## config.mk

```make
export PLATFORM = sky130hd
export DESIGN_NAME = regfile
export DESIGN_NICKNAME = d
export VERILOG_FILES = /design/src/rtl/regfile.sv
export SDC_FILE = /design/constraint.sdc
export NUM_CORES = 2
export LEC_CHECK = 0
export ABC_CLOCK_PERIOD_IN_PS = 52100
export BUFFER_PORTS_ARGS = -buffer_cell sky130_fd_sc_hd__buf_2
export CORE_UTILIZATION = 23
export DETAILED_ROUTE_END_ITERATION = 7
export PLACE_DENSITY = 0.43
export SETUP_SLACK_MARGIN = 0.3
export SLEW_MARGIN = 20
export SYNTH_ARGS = -nofsm -noshare
export SYNTH_HDL_FRONTEND = slang
export SYNTH_SLANG_ARGS = --single-unit
```

## constraint.sdc

```tcl
create_clock -name clk -period 52.1 [get_ports clk]
set_input_delay 2.605 -clock clk [delete_from_list [all_inputs] [get_ports clk]]
set_output_delay 2.605 -clock clk [all_outputs]
set_load 0.01 [all_outputs]
```

## src/rtl/regfile.sv

```systemverilog
// regfile: 32 x WIDTH integer register file with two combinational read
// ports, one clocked write port and the operand-B mux for the ALU.
// x0 reads as zero and ignores writes. Reset clears every register at once,
// without waiting for a clock edge.

// One storage register; one instance per architectural register x1..x(N-1).
module regfile_cell #(
  parameter int WIDTH = 32
) (
  input  logic             clk,
  input  logic             reset,
  input  logic             en,
  input  logic [WIDTH-1:0] d,
  output logic [WIDTH-1:0] q
);

  // Reset clears the register immediately; otherwise load d when enabled.
  always_ff @(posedge clk or posedge reset) begin
    if (reset)   q <= '0;
    else if (en) q <= d;
  end

endmodule

module regfile #(
  parameter int WIDTH = 32,
  parameter int NREGS = 32
) (
  input  logic             clk,
  input  logic             reset,
  input  logic             we3,
  input  logic [4:0]       a1,
  input  logic [4:0]       a2,
  input  logic [4:0]       a3,
  input  logic [WIDTH-1:0] wd3,
  input  logic [WIDTH-1:0] imm,
  input  logic             alusrc,
  output logic [WIDTH-1:0] rd1,
  output logic [WIDTH-1:0] rd2,
  output logic [WIDTH-1:0] srcb
);

  logic [NREGS-1:0][WIDTH-1:0] regs;

  // x0 has no storage at all. Each other register gets its own write strobe
  // decoded from a3, so an address of 0 or one above NREGS-1 enables nothing.
  genvar i;
  generate
    for (i = 0; i < NREGS; i++) begin : g_reg
      if (i == 0) begin : g_zero
        assign regs[i] = '0;
      end else begin : g_cell
        regfile_cell #(.WIDTH(WIDTH)) u_cell (
          .clk   (clk),
          .reset (reset),
          .en    (we3 && (a3 == 5'(i))),
          .d     (wd3),
          .q     (regs[i])
        );
      end
    end
  endgenerate

  // Read port 1: combinational, and no bypass from the write port, so a
  // same-cycle write only becomes visible after the edge.
  always_comb begin
    rd1 = '0;
    if ((a1 != 5'd0) && (int'({27'd0, a1}) < NREGS)) rd1 = regs[a1];
  end

  // Read port 2: same behaviour as port 1.
  always_comb begin
    rd2 = '0;
    if ((a2 != 5'd0) && (int'({27'd0, a2}) < NREGS)) rd2 = regs[a2];
  end

  // Operand-B select. imm arrives already extended, so it passes through
  // with no width change or sign handling.
  always_comb begin
    srcb = alusrc ? imm : rd2;
  end

endmodule

```

* Yosys cells after proc, flatten, opt, wreduce, memory -nomap -nowiden *
Index checks and enable logic that the tools add are counted.

storage, ports and cells
  flip-flop bits (word level) = 992
  input bits = 83

cells by class
  magnitude comparators = 2
  equality and inequality tests = 31
  mux-type cells = 7
  reductions and logical operators = 33

operators by type and width
  cell                count
  $bmux 32 s5         2
  $mux 32             5
  $eq 5x5->1 const B  16
  $eq 5x4->1 const B  8
  $logic_and 1x1->1   31
  $eq 5x3->1 const B  4
  $lt 5x6->1 const B  2
  $eq 5x2->1 const B  2
  $reduce_bool 5->1   2
  $eq 5x1->1 const B  1

* Depth between registers and ports, before layout *
  depth after elaboration = 4
  mapped depth = 9
  mapped depth without buffers = 5

* Modules after synthesis *
From an unflattened synthesis, not the netlist that was laid out.

second synthesis, totals
  cell total of the unflattened synthesis = 3429
  area total of the unflattened synthesis = 58338.5 µm²

modules (own cells, without submodules)
  module        instances  cells each  area an instance (µm²)  seq. area each (µm²)
  regfile_cell  31         69          1348.8                  800.8
  regfile       1          1290        16525.8                 0.0

* Least setup slack after synthesis *
No wires, ideal clock.

  path type = in2out
  start = input a1[0]
  end = output rd1[10]
  data arrival time = 4564 ps
  setup slack = 44931 ps
  stages = 5
  buffers on the path = 2
  cells stage by stage = buf_2 -> clkbuf_1 -> mux4_2 -> mux4_2 -> mux2_2

on the way
  longest elaborated chain between the ends = 3
  elaborated cells on any way between the ends = 4
  classes of those cells = mux (3); reduce/logical (1)

RTL lines
  what                           RTL line  text
  start: declaration             32        input logic [4:0] a1,
  $bmux 32 s5                    68        if ((a1 != 5'd0) && (int'({27'd0, a1}) < NREGS)) rd1 = regs[a1];
  $mux 32 (not written as such)  68
  $mux 32 *                      68
  end: declaration               38        output logic [WIDTH-1:0] rd1,

Every way passes the cells marked *; elsewhere a longest branch is shown, timed or not. The select of a mux whose other input is x is not followed.

* Worst setup path after layout *
  start = input a1[0]
  end = output rd1[0]

The elaborated chain is that of the path after synthesis.

==> qor.yml <==
run_status:
  outcome: "complete, no violations"
critical_path:
  r2r_setup_slack_ns: 51.27
  crit_type: "input pin to output port"
  r2r_start: "g_reg[26].g_cell.u_cell.q[0]$_DFFE_PP0P_"
  worstReg2RegEnd: "g_reg[26].g_cell.u_cell.q[0]$_DFFE_PP0P_"
  cp.arrival_ns: 7.36
  cp-start-kind: "input pin"
  endpoint_kind: "output port"
  crit_fanout: 69
  crit_slowest_cell: "buf_4"
  cpPeakStageDelay_ns: 0.89
  required_ns: 49.50
  ff2ff_path_depth: 1
  setup.worst_path.start: "a1[0]"
  crit_chain: "buf_8 > buf_4 > buf_4 > buf_4 > mux4_2 > mux4_2 > mux2_2 > buf_2"
  cpMostUsedCell: "buf_4"
grt:
  grt_pass1_vias: 35780
  grt_overflow: 0
  antenna_found_initial: 20
  grt_usage: 0.1749
  grt_start_max_net_pins: 152
  grt_pass1_wl_mm: 293.1
routing:
  drtPass1Iterations: 8
  viasPerCell: 5.082
  vias: 33700
  post_drt_wl_per_cell_um: 30.95
  routed_wl_mm: 205.2
  antenna_left: 0
  drtIter0Drc: 2402
  post-route-drc-count: 0
final_layout:
  fin_nets: 3597
  layout-drive-gt1-share: 0.5679
  area_growth_pct: 15.03
  top_register: "g.g_cell.u_cell.q"
  largest_reg_flops: 992
  largestRegisters: "g.g_cell.u_cell.q: 992 flops"
placement:
  hpwl_mm: 118.9
  dp_slack_ns: 41.94
  port-buffer-count: 178
  gp_congestion: 0.7484
sta:
  drv_slew: 0
  fin_crit_sh: 0.1913
  max_freq_mhz: 100.3
  slew-limit-headroom: 0.2312
  hold_viol_final: 0
  finalWorstSetupSlack_ns: 42.13
  rsz0062_at_grt: "false"
  clock_skew_ns: 0
  setup_violations: 0
  setup_tns_ns: 0
  fin_crit_ns: 9.967
  worst_slew_pin_slew_ns: 1.153
die:
  die_w_um: 483.5
  die_h_um: 483.5
  start_util: 0.2317
  coreArea_mm2: 0.2301
  rows: 176
  die_area_mm2: 0.2337
  io_pins: 179
cts:
  hold_buffers: 0
  cts_max_path_buffers: 3
  h-tree-depth: 3
  cts.sinks: 992
  cts_resized: 0
  cts-root-buf: "clkbuf_16"
  postCtsSetupBuffers: 0
  cts.clk_slew.worst_paths_ns: 0.05
  clock_latency_ns: 0.76
  cts_made_buffers: 120
  cts_tree: "done"
synth:
  synth_common_cells: "mux2_2, dfrtp_1, mux4_2"
  yosysWarnings: 0
  yosys_most_used_dff: "dfrtp_1"
  synth_edf_count: 0
  syn_inst: 3503
  ys_seq_elements: 992
  yosysUniqueCellTypes: 46
  yosysTopAreaCell: "dfrtp_1"
  synth_top_area_frac: 0.4656
  syn_nets: 3586
  syn_avg_cell_area_um2: 15.22
  synth.area.top_cells: "dfrtp_1, mux2_2, mux4_2, mux2i_1, clkbuf_1"
  netlist_area_mm2: 0.05332
  yosysMostFrequentCell: "mux2_2"
  ys_async_sr_fraction: 1.000
  ys_seq_area_frac: 0.4656
power_and_ir_drop:
  p_per_area_mw_per_mm2: 39.08
  ir_drop_mv: 0.02504
  p_leak_uw: 0.02596
hold_path:
  hp-start: "g_reg[12].g_cell.u_cell.q[26]$_DFFE_PP0P_"
  holdPathEnd: "g_reg[12].g_cell.u_cell.q[26]$_DFFE_PP0P_"
  hp-class: "register to register"
  hold_depth: 1
flow_run:
  maxCapViolations: 0
## worst max-delay path by stage
| stage | end | cells after the start |
|---|---|---|
| 6_report | rd1[0] | 8 |
| 5_1_grt | rd1[0] | 8 |
| 4_1_cts | srcb[9] | 10 |
| 3_5_place_dp | srcb[9] | 10 |
| 3_3_place_gp | rd1[0] | 8 |
| 2_1_floorplan | g_reg[10].g_cell.u_cell.q[0]$_DFFE_PP0P_ | 1 |
## worst max-delay path: cells and delay by family
kind / cells / cell delay [ns]
buffers and inverters: 5 / 3.16
multiplexers: 3 / 1.44
## final cells by class
cell class	count	area, um2
tap	3026	3786
inverter	2	15.01
clock buffer	164	3368
multi-input combinational	2132	27040
antenna	4	10.01
fill	23420	168800
clock inverter	45	604.3
sequential	992	24820
timing repair buffer	266	1679
## power by group
| group | total, uW | internal [uW] | switching, uW |
|---|---|---|---|
| Sequential | 1030 | 922 | 111 |
| Combinational | 498 | 290 | 208 |
| Clock | 865 | 509 | 357 |
| Total | 2400 | 1720 | 676 |
## per-layer routing
| layer | vias up | GRT usage | share of wire |
|---|---|---|---|
| li1 | 13730 | - | - |
| met1 | 18870 | 0.2333 | 0.44 |
| met2 | 815 | 0.2956 | 0.49 |
| met3 | 276 | 0.02428 | 0.038 |
| met4 | 8 | 0.04590 | 0.028 |
| met5 | - | 0 | 0.00025 |
## cell usage in the layout, fill, tap and decap left out, types with 11 or more instances in the layout
master / n
a21oi_1: 25
a221oi_1: 22
a22o_1: 46
a22oi_1: 74
buf_2: 169
buf_4: 86
bufinv_16: 12
clkbuf_1: 24
clkbuf_16: 120
clkbuf_8: 21
clkinv_2: 21
dfrtp_1: 992
mux2_2: 1101
mux2i_1: 143
mux4_2: 442
nand2_1: 30
nand2b_1: 11
nor2_1: 20
nor2_4: 12
nor3_1: 16
o22ai_1: 52
## cells by family (layout without fill, tap and decap cells)
group,Yosys count,in the layout,synth area share
AO/OA/AOI/OAI,278,278,0.03924
buffers and inverters,379,477,0.03262
flip-flops,992,992,0.4656
multiplexers,1693,1693,0.4476
other,0,4,0
AND/OR/NAND/NOR,161,161,0.01500
## stage by stage
step,power (uW),util,area [um2],hold WS (ns),instances
2_1_floorplan,1388,-,53320,0.4766,3503
3_3_place_gp,1542,0.2491,57310,0.4879,6417
3_5_place_dp,1551,0.2492,57350,0.5032,6418
4_1_cts,2428,0.2665,61320,0.5155,6627
5_1_grt,2509,0.2665,61330,0.5366,6629
6_report,2397,0.2665,61330,0.5139,6631
Note: power is estimated with default switching activity, not from simulation.
